File: src/rtl/pong16_status.sv
// pong16 read-side status block. It captures game events and a per-frame ball
// snapshot, and returns them on data-memory reads. Holds sticky flags, scores,
// a frame counter and the interrupt request.
module pong16_status #(
  parameter logic [7:0]  PSTAT_ADDR   = 8'hE3,
  parameter logic [7:0]  PSCORE0_ADDR = 8'hE4,
  parameter logic [7:0]  PSCORE1_ADDR = 8'hE5,
  parameter logic [7:0]  PBALLX_ADDR  = 8'hE6,
  parameter logic [7:0]  PBALLY_ADDR  = 8'hE7,
  parameter logic [7:0]  PFRAME_ADDR  = 8'hE8,
  parameter logic [7:0]  PIEN_ADDR    = 8'hE9,
  parameter int unsigned MAX_SCORE    = 99
) (
  input  logic       sys_clk,
  input  logic       rst_clk,
  input  logic       dm_sel,
  input  logic [7:0] ramadr,
  input  logic       ramre,
  input  logic       ramwe,
  input  logic [7:0] dbus_in,
  output logic [7:0] dbus_out,
  output logic       io_out_en,
  input  logic       frame_lvl,
  input  logic [8:0] ball_x,
  input  logic [7:0] ball_y,
  input  logic       score0_evt,
  input  logic       score1_evt,
  input  logic       hit_evt,
  input  logic       game_rst,
  output logic       irq
);

  localparam logic [7:0] MaxScore = 8'(MAX_SCORE);

  logic [3:0] flags_q, flags_d;
  logic [7:0] score0_q, score0_d;
  logic [7:0] score1_q, score1_d;
  logic [7:0] frame_q, frame_d;
  logic [8:0] ballx_q;
  logic [7:0] bally_q;
  logic [3:0] pien_q;
  logic       frame_lvl_q;
  logic       frame_det;
  logic       irq_d;

  logic rd_stat;
  logic wr_score0, wr_score1, wr_frame, wr_pien;

  // Bus decode for the side-effecting accesses.
  always_comb begin
    rd_stat   = dm_sel & ramre & (ramadr == PSTAT_ADDR);
    wr_score0 = dm_sel & ramwe & (ramadr == PSCORE0_ADDR);
    wr_score1 = dm_sel & ramwe & (ramadr == PSCORE1_ADDR);
    wr_frame  = dm_sel & ramwe & (ramadr == PFRAME_ADDR);
    wr_pien   = dm_sel & ramwe & (ramadr == PIEN_ADDR);
    frame_det = frame_lvl & ~frame_lvl_q;
  end

  // Score update: game reset, then bus load (clamped), then saturating increment.
  function automatic logic [7:0] score_next(input logic [7:0] cur, input logic clr,
                                            input logic wr, input logic [7:0] din,
                                            input logic evt);
    if (clr) begin
      score_next = 8'd0;
    end else if (wr) begin
      score_next = (din > MaxScore) ? MaxScore : din;
    end else if (evt && (cur < MaxScore)) begin
      score_next = cur + 8'd1;
    end else begin
      score_next = cur;
    end
  endfunction

  // Next-state for flags, scores, frame counter and interrupt request.
  always_comb begin
    // A new event in the same cycle as the clearing read keeps the flag set.
    flags_d  = (flags_q & ~{4{rd_stat}}) |
               {frame_det, hit_evt, score1_evt, score0_evt};
    score0_d = score_next(score0_q, game_rst, wr_score0, dbus_in, score0_evt);
    score1_d = score_next(score1_q, game_rst, wr_score1, dbus_in, score1_evt);
    if (wr_frame) begin
      frame_d = dbus_in;
    end else if (frame_det) begin
      frame_d = frame_q + 8'd1;
    end else begin
      frame_d = frame_q;
    end
    irq_d = |(flags_d & pien_q);
  end

  // State registers with asynchronous active-high reset.
  always_ff @(posedge sys_clk or posedge rst_clk) begin
    if (rst_clk) begin
      flags_q     <= '0;
      score0_q    <= '0;
      score1_q    <= '0;
      frame_q     <= '0;
      ballx_q     <= '0;
      bally_q     <= '0;
      pien_q      <= '0;
      frame_lvl_q <= 1'b0;
      irq         <= 1'b0;
    end else begin
      flags_q     <= flags_d;
      score0_q    <= score0_d;
      score1_q    <= score1_d;
      frame_q     <= frame_d;
      frame_lvl_q <= frame_lvl;
      irq         <= irq_d;
      if (wr_pien) begin
        pien_q <= dbus_in[3:0];
      end
      // Snapshot only at frame start so X, Y and X[8] stay coherent.
      if (frame_det) begin
        ballx_q <= ball_x;
        bally_q <= ball_y;
      end
    end
  end

  // Zero-latency read mux; drives the bus only for this block's addresses.
  always_comb begin
    dbus_out  = 8'd0;
    io_out_en = 1'b0;
    if (dm_sel && ramre) begin
      io_out_en = 1'b1;
      case (ramadr)
        PSTAT_ADDR:   dbus_out = {ballx_q[8], 3'b000, flags_q};
        PSCORE0_ADDR: dbus_out = score0_q;
        PSCORE1_ADDR: dbus_out = score1_q;
        PBALLX_ADDR:  dbus_out = ballx_q[7:0];
        PBALLY_ADDR:  dbus_out = bally_q;
        PFRAME_ADDR:  dbus_out = frame_q;
        PIEN_ADDR:    dbus_out = {4'b0000, pien_q};
        default:      io_out_en = 1'b0;
      endcase
    end
  end

endmodule
File: config.mk
export PLATFORM = sky130hd
export DESIGN_NAME = pong16_status
export DESIGN_NICKNAME = d
export VERILOG_FILES = /design/src/rtl/pong16_status.sv
export SDC_FILE = /design/constraint.sdc
export NUM_CORES = 1
export LEC_CHECK = 0
export BUFFER_PORTS_ARGS = -buffer_cell sky130_fd_sc_hd__buf_2
export CORE_ASPECT_RATIO = 1.5
export CORE_UTILIZATION = 30
export DETAILED_ROUTE_END_ITERATION = 12
export PLACE_DENSITY = 0.54
export SLEW_MARGIN = 25
export SYNTH_ARGS = -nofsm -noshare
export SYNTH_HDL_FRONTEND = slang
export SYNTH_SLANG_ARGS = --single-unit
File: constraint.sdc
create_clock -name sys_clk -period 1.9 [get_ports sys_clk]
set_input_delay 0.38 -clock sys_clk [delete_from_list [all_inputs] [get_ports sys_clk]]
set_output_delay 0.38 -clock sys_clk [all_outputs]
set_load 0.005 [all_outputs]
==> results of run 1 <==
[worst max-delay path, cell delays in order, from the launching register on]
cell	delay [ps]
dfrtp_2	430
mux4_2	480
a22oi_2	180
nor2_1	60
buf_2	120
[repair_timing]
action                                  4_1_cts  5_1_grt
resized for setup                            22       12
cloned                                        1        0
endpoints found under the setup margin        9       13
buffers inserted                              8        2
pin swaps                                    13        5
[area by class of cell]
type,count,area [um^2]
Fill cell,933,5750
Multi-Input combinational cell,203,1710
Sequential cell,51,1280
Timing Repair Buffer,87,584
Tap cell,115,144
Clock buffer,5,125
Clock inverter,3,26.3
Inverter,3,11.3
[how the worst min path moves through the flow]
stage,startpoint,endpoint,slack [ps],cells after the start
final,rst_clk,bally_q[3],70,2
after global routing,rst_clk,bally_q[3],100,2
after CTS,rst_clk,bally_q[3],80,2
after detailed placement,rst_clk,bally_q[3],410,2
after global placement,rst_clk,bally_q[3],410,2
after floorplan,frame_lvl,frame_lvl_q,410,0
[cell usage in the layout (no fill, tap or decap), types with 2 or more instances in the layout]
cell and count:
nand3_1 9, nor3b_1 3, clkbuf_16 5, nor3_4 2
buf_2 48, nor4_2 2, a22oi_1 2, dfrtp_2 6
dfrtp_1 45, nand4_4 2, buf_4 29, a41o_1 2
and3_1 6, o21ai_0 2, a211oi_2 5, a21oi_1 16
a211oi_1 7, inv_6 2, a21o_1 4, or3_1 2
a222oi_1 4, mux2_2 23, mux2_4 3, nand4_1 6
and3b_1 2, mux4_2 5, mux2i_1 5, xor2_1 14
inv_2 2, nor3_1 2, ha_1 3, nor2b_1 2
a22oi_2 5, nand2_1 17, buf_12 2, a31oi_1 4
buf_6 7, nor2_1 21
[cell families (layout without fill, tap and decap cells)]
logic type | Yosys count | in the layout | share of synthesized area [%]
buf+inv | 14 | 98 | 2.46
xor+xnor | 15 | 15 | 4.45
compound gates | 59 | 59 | 15.0
flops | 51 | 51 | 43.2
fa+ha+maj | 3 | 3 | 1.27
mux | 37 | 37 | 15.8
simple gates | 88 | 89 | 17.8
[power groups by stage]
stage | Sequential [W] | Clock [W] | Combinational, W
finish | 0.00137 | 0.000938 | 0.000548
global route | 0.00138 | 0.00101 | 0.000600
CTS | 0.00137 | 0.000963 | 0.000542
detailed placement | 0.00139 | 0 | 0.000503
global placement | 0.00139 | 0 | 0.000489
floorplan | 0.00132 | 0 | 0.000330
[per-layer routing]
layer / vias up / part of all wire (%) / track usage, %
met5: - / 0 / 0
met4: 0 / 3.2 / 8.73
met3: 19 / 4.4 / 3.07
met2: 71 / 54 / 31.9
met1: 1227 / 39 / 19.8
li1: 1188 / - / -
[Yosys cell counts, drive strengths merged, types with 4 or more instances]
master,n
dfrtp,51
and3,6
mux4,5
a31oi,4
buf,9
nand4,7
xor2,14
nand3,9
o21ai,4
nor3,5
mux2,27
a22oi,7
a222oi,4
a21o,4
a211oi,12
a21oi,16
nand2,17
nor2,22
mux2i,5
[metrics by stage]
| stage | hold slack (ps) | cell area (um^2) | power (W) | setup TNS, ps |
|---|---|---|---|---|
| global route | 99.1 | 3880 | 0.00299 | -610 |
| floorplan | 411 | 2950 | 0.00165 | 0 |
| finish | 73.9 | 3880 | 0.00285 | -216 |
| detailed placement | 405 | 3510 | 0.00189 | -913 |
| CTS | 81.2 | 3810 | 0.00288 | -252 |
| global placement | 407 | 3510 | 0.00188 | -836 |
[registers in the layout (all words and copies together) (netlist names)]
signal / flops
ballx_q: 9
bally_q: 8
flags_q: 4
frame_lvl_q: 1
frame_q: 8
irq: 1
pien_q: 4
score0_q: 8
score1_q: 8
==> flow_metrics.tcl, run 1 <==
set metrics [dict create \
    status "complete, but fails checks" \
    violations "setup timing" \
    fp.dieW_um 83.0 \
    drc 0 \
    ir_drop_mv 0.486 \
    port_buffers 52 \
    grt_max_degree 35 \
    crit_type "flip-flop to primary output" \
    ant_nets 0 \
    drtPass1Iterations 4 \
    cts_tree "yes" \
    synthDistinctLibCells 53 \
    drtIter0Drc 155 \
    area_growth_pct 31.5 \
    finalCriticalPeriod_ps 1950 \
    htreeDepth 2 \
    synth_area_mm2 0.00295 \
    clk_latency_ps 310 \
    postSynthCellCount 267 \
    r2r_setup_slack_ps 130 \
    grt_pass1_wl_um 13700 \
    ff2ff_path_depth 6 \
    rows 44 \
    synth_area_leaders "dfrtp_1 43%, mux2_2 9.2%, xor2_1 4.2%" \
    timing.fmax_mhz 512 \
    drive_above_1_share_pct 45.7 \
    finalCritPeriodShare_pct 103 \
    endpoint_kind "primary output" \
    synth-seq-cells 51 \
    clock_sink_count 51 \
    maxCapViolCount 0 \
    yosys.area.top_type "dfrtp_1" \
    finalNetCount 397 \
    ios 53 \
    vias 2505 \
    grt_usage_pct 17.6 \
    dieArea_mm2 0.0102 \
    place_inst 448 \
    place_ws_ps -133 \
    fin_cells 467 \
    drv_slew 0 \
    gp_congestion 0.837 \
    p_clk_share_pct 32.9 \
    routed_via_density 5.36 \
    synthFlopType "dfrtp_1" \
    power_frac_seq_pct 47.9 \
    synth_area_per_cell_um2 11.1 \
    antenna_found_initial 0 \
    critPathLaunchType "flip-flop" \
    yosys_warnings 0 \
    p_sw_share_pct 29.4 \
    initial_utilization_pct 30.6 \
    wl_um 8610 \
    rsz0062_at_grt "yes" \
    num_antenna_cells 0 \
    wl_per_cell_um 18.4 \
    synth_async_sr_flop_share_pct 100 \
    tightest_slew_ps 461 \
    p_sw_w 0.000839 \
    worstPathMaxFanout 2 \
    fin_ws_ps -54.8 \
    die_y_um 123 \
    pwr-share-comb_pct 19.2 \
    cts-buffers-inserted 5 \
    ys_seq_area_share_pct 43.2 \
    powerDensity_mw_per_mm2 735 \
    hold_path.class "primary input to async pin" \
    syn-num-nets 313 \
    ctsHoldBuffers 0 \
    leakage_nw 1.72 \
    skew_ps 9.67 \
    core_area_mm2 0.00963 \
    reg2reg_to "score1_q[0]" \
    clockBufferDepth 2 \
    internal-power_w 0.00201 \
    dp_hpwl_um 6490 \
    synth.top_cell.area_share_pct 43.2 \
    clk_pin_slew_worst_paths_ps 70 \
    critPathLaunch "score1_q[0]" \
    grt_pass1_vias 2589 \
    post-route-util_pct 40.3 \
    synth_edf_count 0 \
    critPathArrivalTime_ps 1570 \
    slew_headroom_pct 69.2 \
    hold_viol 0 \
    grt-ovfl-total 0 \
    final-setup-viol-count 6 \
    clock-root-buffer "clkbuf_16" \
    required_ps 1520 \
    r2r_start "score1_q[0]" \
    crit_end "dbus_out[0]" \
]
Power figures use the tool's default switching activity.
==> run 2, diff against run 1 <==
--- a/config.mk
+++ b/config.mk
@@ -10,6 +10,7 @@
 export CORE_UTILIZATION = 30
 export DETAILED_ROUTE_END_ITERATION = 12
 export PLACE_DENSITY = 0.54
+export SKIP_CTS_REPAIR_TIMING = 1
 export SLEW_MARGIN = 25
 export SYNTH_ARGS = -nofsm -noshare
 export SYNTH_HDL_FRONTEND = slang
==> flow_metrics.tcl, run 2 (synthesis gave the netlist of run 1 again) <==
set metrics [dict create \
    drtPass1Iterations 4 \
    reg2reg_to "score0_q[0]" \
    maxCapViolCount 0 \
    wl_per_cell_um 18.3 \
    ff2ff_path_depth 6 \
    finalCritPeriodShare_pct 105 \
    fin_cells 466 \
    fin_ws_ps -85.9 \
    hold_path.class "primary input to async pin" \
    cp_num_buf_inv 1 \
    dp_hpwl_um 6490 \
    grt_max_degree 35 \
    rows 44 \
    critPathLaunchType "flip-flop" \
    ir_drop_mv 0.465 \
    drv_slew 0 \
    finalCriticalPeriod_ps 1990 \
    pwr-share-comb_pct 19.0 \
    clockBufferDepth 2 \
    p_sw_w 0.000829 \
    num_antenna_cells 0 \
    timing.fmax_mhz 504 \
    final-setup-viol-count 8 \
    skew_ps 7.87 \
    cts-buffers-inserted 5 \
    path_cells "mux4_2, a22oi_2, nor2_1, buf_2" \
    num-fill-cells 939 \
    hold_ws_ps 66.6 \
    top_register "ballx_q" \
    clk_pin_slew_worst_paths_ps 70 \
    max_stage_delay_ps 490 \
    rsz0062_at_grt "yes" \
    r2r_start "score0_q[0]" \
    ios 53 \
    core_area_mm2 0.00963 \
    leakage_nw 1.71 \
    most-common-layout-cells "50 x buf_2, 45 x dfrtp_1, 32 x buf_4" \
    cp_top_family "multiplexers" \
    violations "setup timing" \
    htreeDepth 2 \
    status "complete, but fails checks" \
    largest_reg_flops 9 \
    crit_slowest_cell "mux4_2" \
    ant_nets 0 \
    wl_um 8540 \
    drtIter0Drc 217 \
    cts_tree "yes" \
    antenna_found_initial 0 \
    worstPathMaxFanout 4 \
    grt_pass1_wl_um 13300 \
    area_growth_pct 30.3 \
    critPathArrivalTime_ps 1610 \
    fp.dieW_um 83.0 \
    required_ps 1520 \
    routed_via_density 5.44 \
    critPathLaunch "score1_q[0]" \
    clk_latency_ps 300 \
    clock-root-buffer "clkbuf_16" \
    finalNetCount 396 \
    place_inst 448 \
    drive_above_1_share_pct 45.6 \
    vias 2535 \
    internal-power_w 0.00201 \
    grt_pass1_vias 2510 \
    layout_commonest_cell "buf_2" \
    crit_type "flip-flop to primary output" \
    hold_viol 0 \
    power_frac_seq_pct 48.1 \
    tightest_slew_ps 431 \
    gp_congestion 0.837 \
    p_sw_share_pct 29.2 \
    grt-ovfl-total 0 \
    initial_utilization_pct 30.6 \
    power_w 0.00284 \
    port_buffers 52 \
    dieArea_mm2 0.0102 \
    clock_sink_count 51 \
    p_clk_share_pct 32.9 \
    slew_headroom_pct 71.2 \
    endpoint_kind "primary output" \
    r2r_setup_slack_ps 180 \
    powerDensity_mw_per_mm2 739 \
    die_y_um 123 \
    drc 0 \
    grt_usage_pct 17.1 \
]
[run 2: worst max-delay path by stage]
| stage | slack [ps] | cells after the start | end |
|---|---|---|---|
| final | -90 | 4 | dbus_out[0] |
| after global routing | -130 | 4 | dbus_out[2] |
| after CTS | -160 | 4 | dbus_out[0] |
| after detailed placement | -130 | 7 | io_out_en |
| after global placement | -120 | 7 | dbus_out[4] |
| after floorplan | 210 | 4 | dbus_out[1] |
[run 2: power groups by stage]
stage               clock, W  combinational (W)  sequential (W)
CTS                 0.000963           0.000505         0.00137
global placement           0           0.000489         0.00139
finish              0.000934           0.000540         0.00137
global route         0.00101           0.000593         0.00138
floorplan                  0           0.000330         0.00132
detailed placement         0           0.000503         0.00139
[run 2: area by class of cell]
type                    instances  area, um^2  area share [%]
multi-input cells             203        1700            44.3
flip-flops and latches         51        1280            33.4
repair buffers                 86         553            14.4
well taps                     115         144            3.74
clock buffers                   5         125            3.25
clock inverters                 3        26.3           0.683
inverters                       3        11.3           0.293
[run 2: metal layers]
metal / global-route usage, % / wire length [um] / vias to the layer above
li1: - / - / 1186
met1: 19.4 / 3370 / 1275
met2: 31.0 / 4620 / 56
met3: 3.07 / 300 / 18
met4: 8.08 / 260 / 0
met5: 0 / 0 / -
[run 2: per-stage QoR]
stage               cell area (um^2)  utilization (%)  setup TNS, ps  setup WS, ps
finish                          3840             39.9           -392         -85.9
detailed placement              3510             36.4           -913          -133
global route                    3840             39.9           -781          -131
CTS                             3660             38.0          -1070          -155
floorplan                       2950                -              0           207
global placement                3510             36.4           -836          -116
==> run 3, diff against run 2 <==
--- a/config.mk
+++ b/config.mk
@@ -6,7 +6,8 @@
 export NUM_CORES = 1
 export LEC_CHECK = 0
 export BUFFER_PORTS_ARGS = -buffer_cell sky130_fd_sc_hd__buf_2
-export CORE_ASPECT_RATIO = 1.5
+export CAP_MARGIN = 20
+export CORE_ASPECT_RATIO = 0.75
 export CORE_UTILIZATION = 30
 export DETAILED_ROUTE_END_ITERATION = 12
 export PLACE_DENSITY = 0.54
==> flow_metrics.tcl, run 3 (synthesis gave the netlist of run 1 again) <==
set metrics [dict create \
    status "complete, but fails checks" \
    violations "setup timing" \
    endpoint_kind "primary output" \
    layout_commonest_cell "buf_2" \
    place_inst 462 \
    area_growth_pct 33.0 \
    wl_per_cell_um 18.4 \
    maxCapViolCount 0 \
    dp_hpwl_um 6610 \
    clk_pin_slew_worst_paths_ps 70 \
    largest_reg_flops 9 \
    powerDensity_mw_per_mm2 763 \
    most-common-layout-cells "49 x buf_2, 46 x dfrtp_1, 30 x buf_4" \
    grt_usage_pct 17.7 \
    hold_path.class "primary input to async pin" \
    timing.fmax_mhz 503 \
    num-fill-cells 919 \
    clock-root-buffer "clkbuf_16" \
    cts_tree "yes" \
    grt-ovfl-total 0 \
    power_frac_seq_pct 46.3 \
    grt_pass1_vias 2383 \
    slew_headroom_pct 65.1 \
    leakage_nw 1.74 \
    grt_max_degree 52 \
    fin_tns_setup_ps -506 \
    tightest_slew_ps 523 \
    finalCriticalPeriod_ps 1990 \
    cts-buffers-inserted 5 \
    ff2ff_path_depth 5 \
    ir_drop_mv 0.363 \
    skew_ps 3.59 \
    critPathLaunchType "flip-flop" \
    internal-power_w 0.00217 \
    die_y_um 87.9 \
    worstPathMaxFanout 5 \
    gp_congestion 0.835 \
    drtPass1Iterations 4 \
    num_antenna_cells 0 \
    rows 30 \
    clk_latency_ps 290 \
    p_sw_w 0.000825 \
    finalCritPeriodShare_pct 105 \
    pwr-share-comb_pct 18.2 \
    final-setup-viol-count 8 \
    fin_ws_ps -89.5 \
    vias 2571 \
    grt_pass1_wl_um 13400 \
    antenna_found_initial 0 \
    fp.dieW_um 117 \
    p_clk_share_pct 35.5 \
    hold_viol 0 \
    dieArea_mm2 0.0102 \
    drtIter0Drc 212 \
    port_buffers 52 \
    routed_via_density 5.37 \
    p_sw_share_pct 27.6 \
    finalNetCount 396 \
    htreeDepth 2 \
    place_ws_ps -138 \
    drv_slew 0 \
    critPathArrivalTime_ps 1610 \
    required_ps 1520 \
    drive_above_1_share_pct 46.4 \
    initial_utilization_pct 31.7 \
    ant_nets 0 \
    fin_cells 479 \
    clock_sink_count 51 \
    crit_type "flip-flop to primary output" \
    drc 0 \
    ios 53 \
    core_area_mm2 0.00931 \
    rsz0062_at_grt "yes" \
    wl_um 8810 \
    top_register "ballx_q" \
    clockBufferDepth 2 \
]
==> run 3: metrics by stage <==
| stage | hold slack (ps) | instance area [um^2] | util, % | total power (W) |
|---|---|---|---|---|
| floorplan | 411 | 2950 | - | 0.00165 |
| global placement | 452 | 3550 | 38.1 | 0.00188 |
| detailed placement | 451 | 3550 | 38.1 | 0.00190 |
| CTS | 134 | 3720 | 40.0 | 0.00297 |
| global route | 137 | 3930 | 42.2 | 0.00312 |
| finish | 107 | 3930 | 42.2 | 0.00299 |
==> run 3: power by group through the flow <==
stage	clock network [W]	registers, W	logic, W
2_1_floorplan	0	0.00132	0.000330
3_3_place_gp	0	0.00139	0.000489
3_5_place_dp	0	0.00140	0.000499
4_1_cts	0.00109	0.00138	0.000501
5_1_grt	0.00113	0.00140	0.000586
6_report	0.00106	0.00139	0.000544
==> run 3: layer usage <==
layer	routed length, um	GRT usage (%)
met1	4640	28.9
met2	3510	22.8
met3	611	4.50
met4	45	3.11
met5	0	0
==> run 3: final timing paths <==
| path | start | endpoint | slack (ps) |
|---|---|---|---|
| max in group asynchronous | rst_clk | frame_q[2] | 1510 |
| worst max register to register | score0_q[1] | score0_q[0] | 190 |
| worst min-delay path | rst_clk | flags_q[2] | 110 |
| worst max-delay path | score0_q[1] | dbus_out[1] | -90 |
| min in group sys_clk | frame_lvl | frame_lvl_q | 220 |
| worst min register to register | bally_q[4] | bally_q[4] | 510 |
==> run 3: critical path: stages, from the launching register on <==
cell	delay, ps
dfrtp_2	450
mux2_2	270
a222oi_1	320
a31oi_2	130
buf_2	150
==> run 3: layout make-up <==
cell class	instances	area [um^2]	area share (%)
well taps	128	160	4.08
clock inverters	2	35.0	0.892
flip-flops and latches	51	1280	32.7
multi-input cells	203	1720	43.8
clock buffers	6	139	3.54
inverters	3	11.3	0.287
repair buffers	86	579	14.8
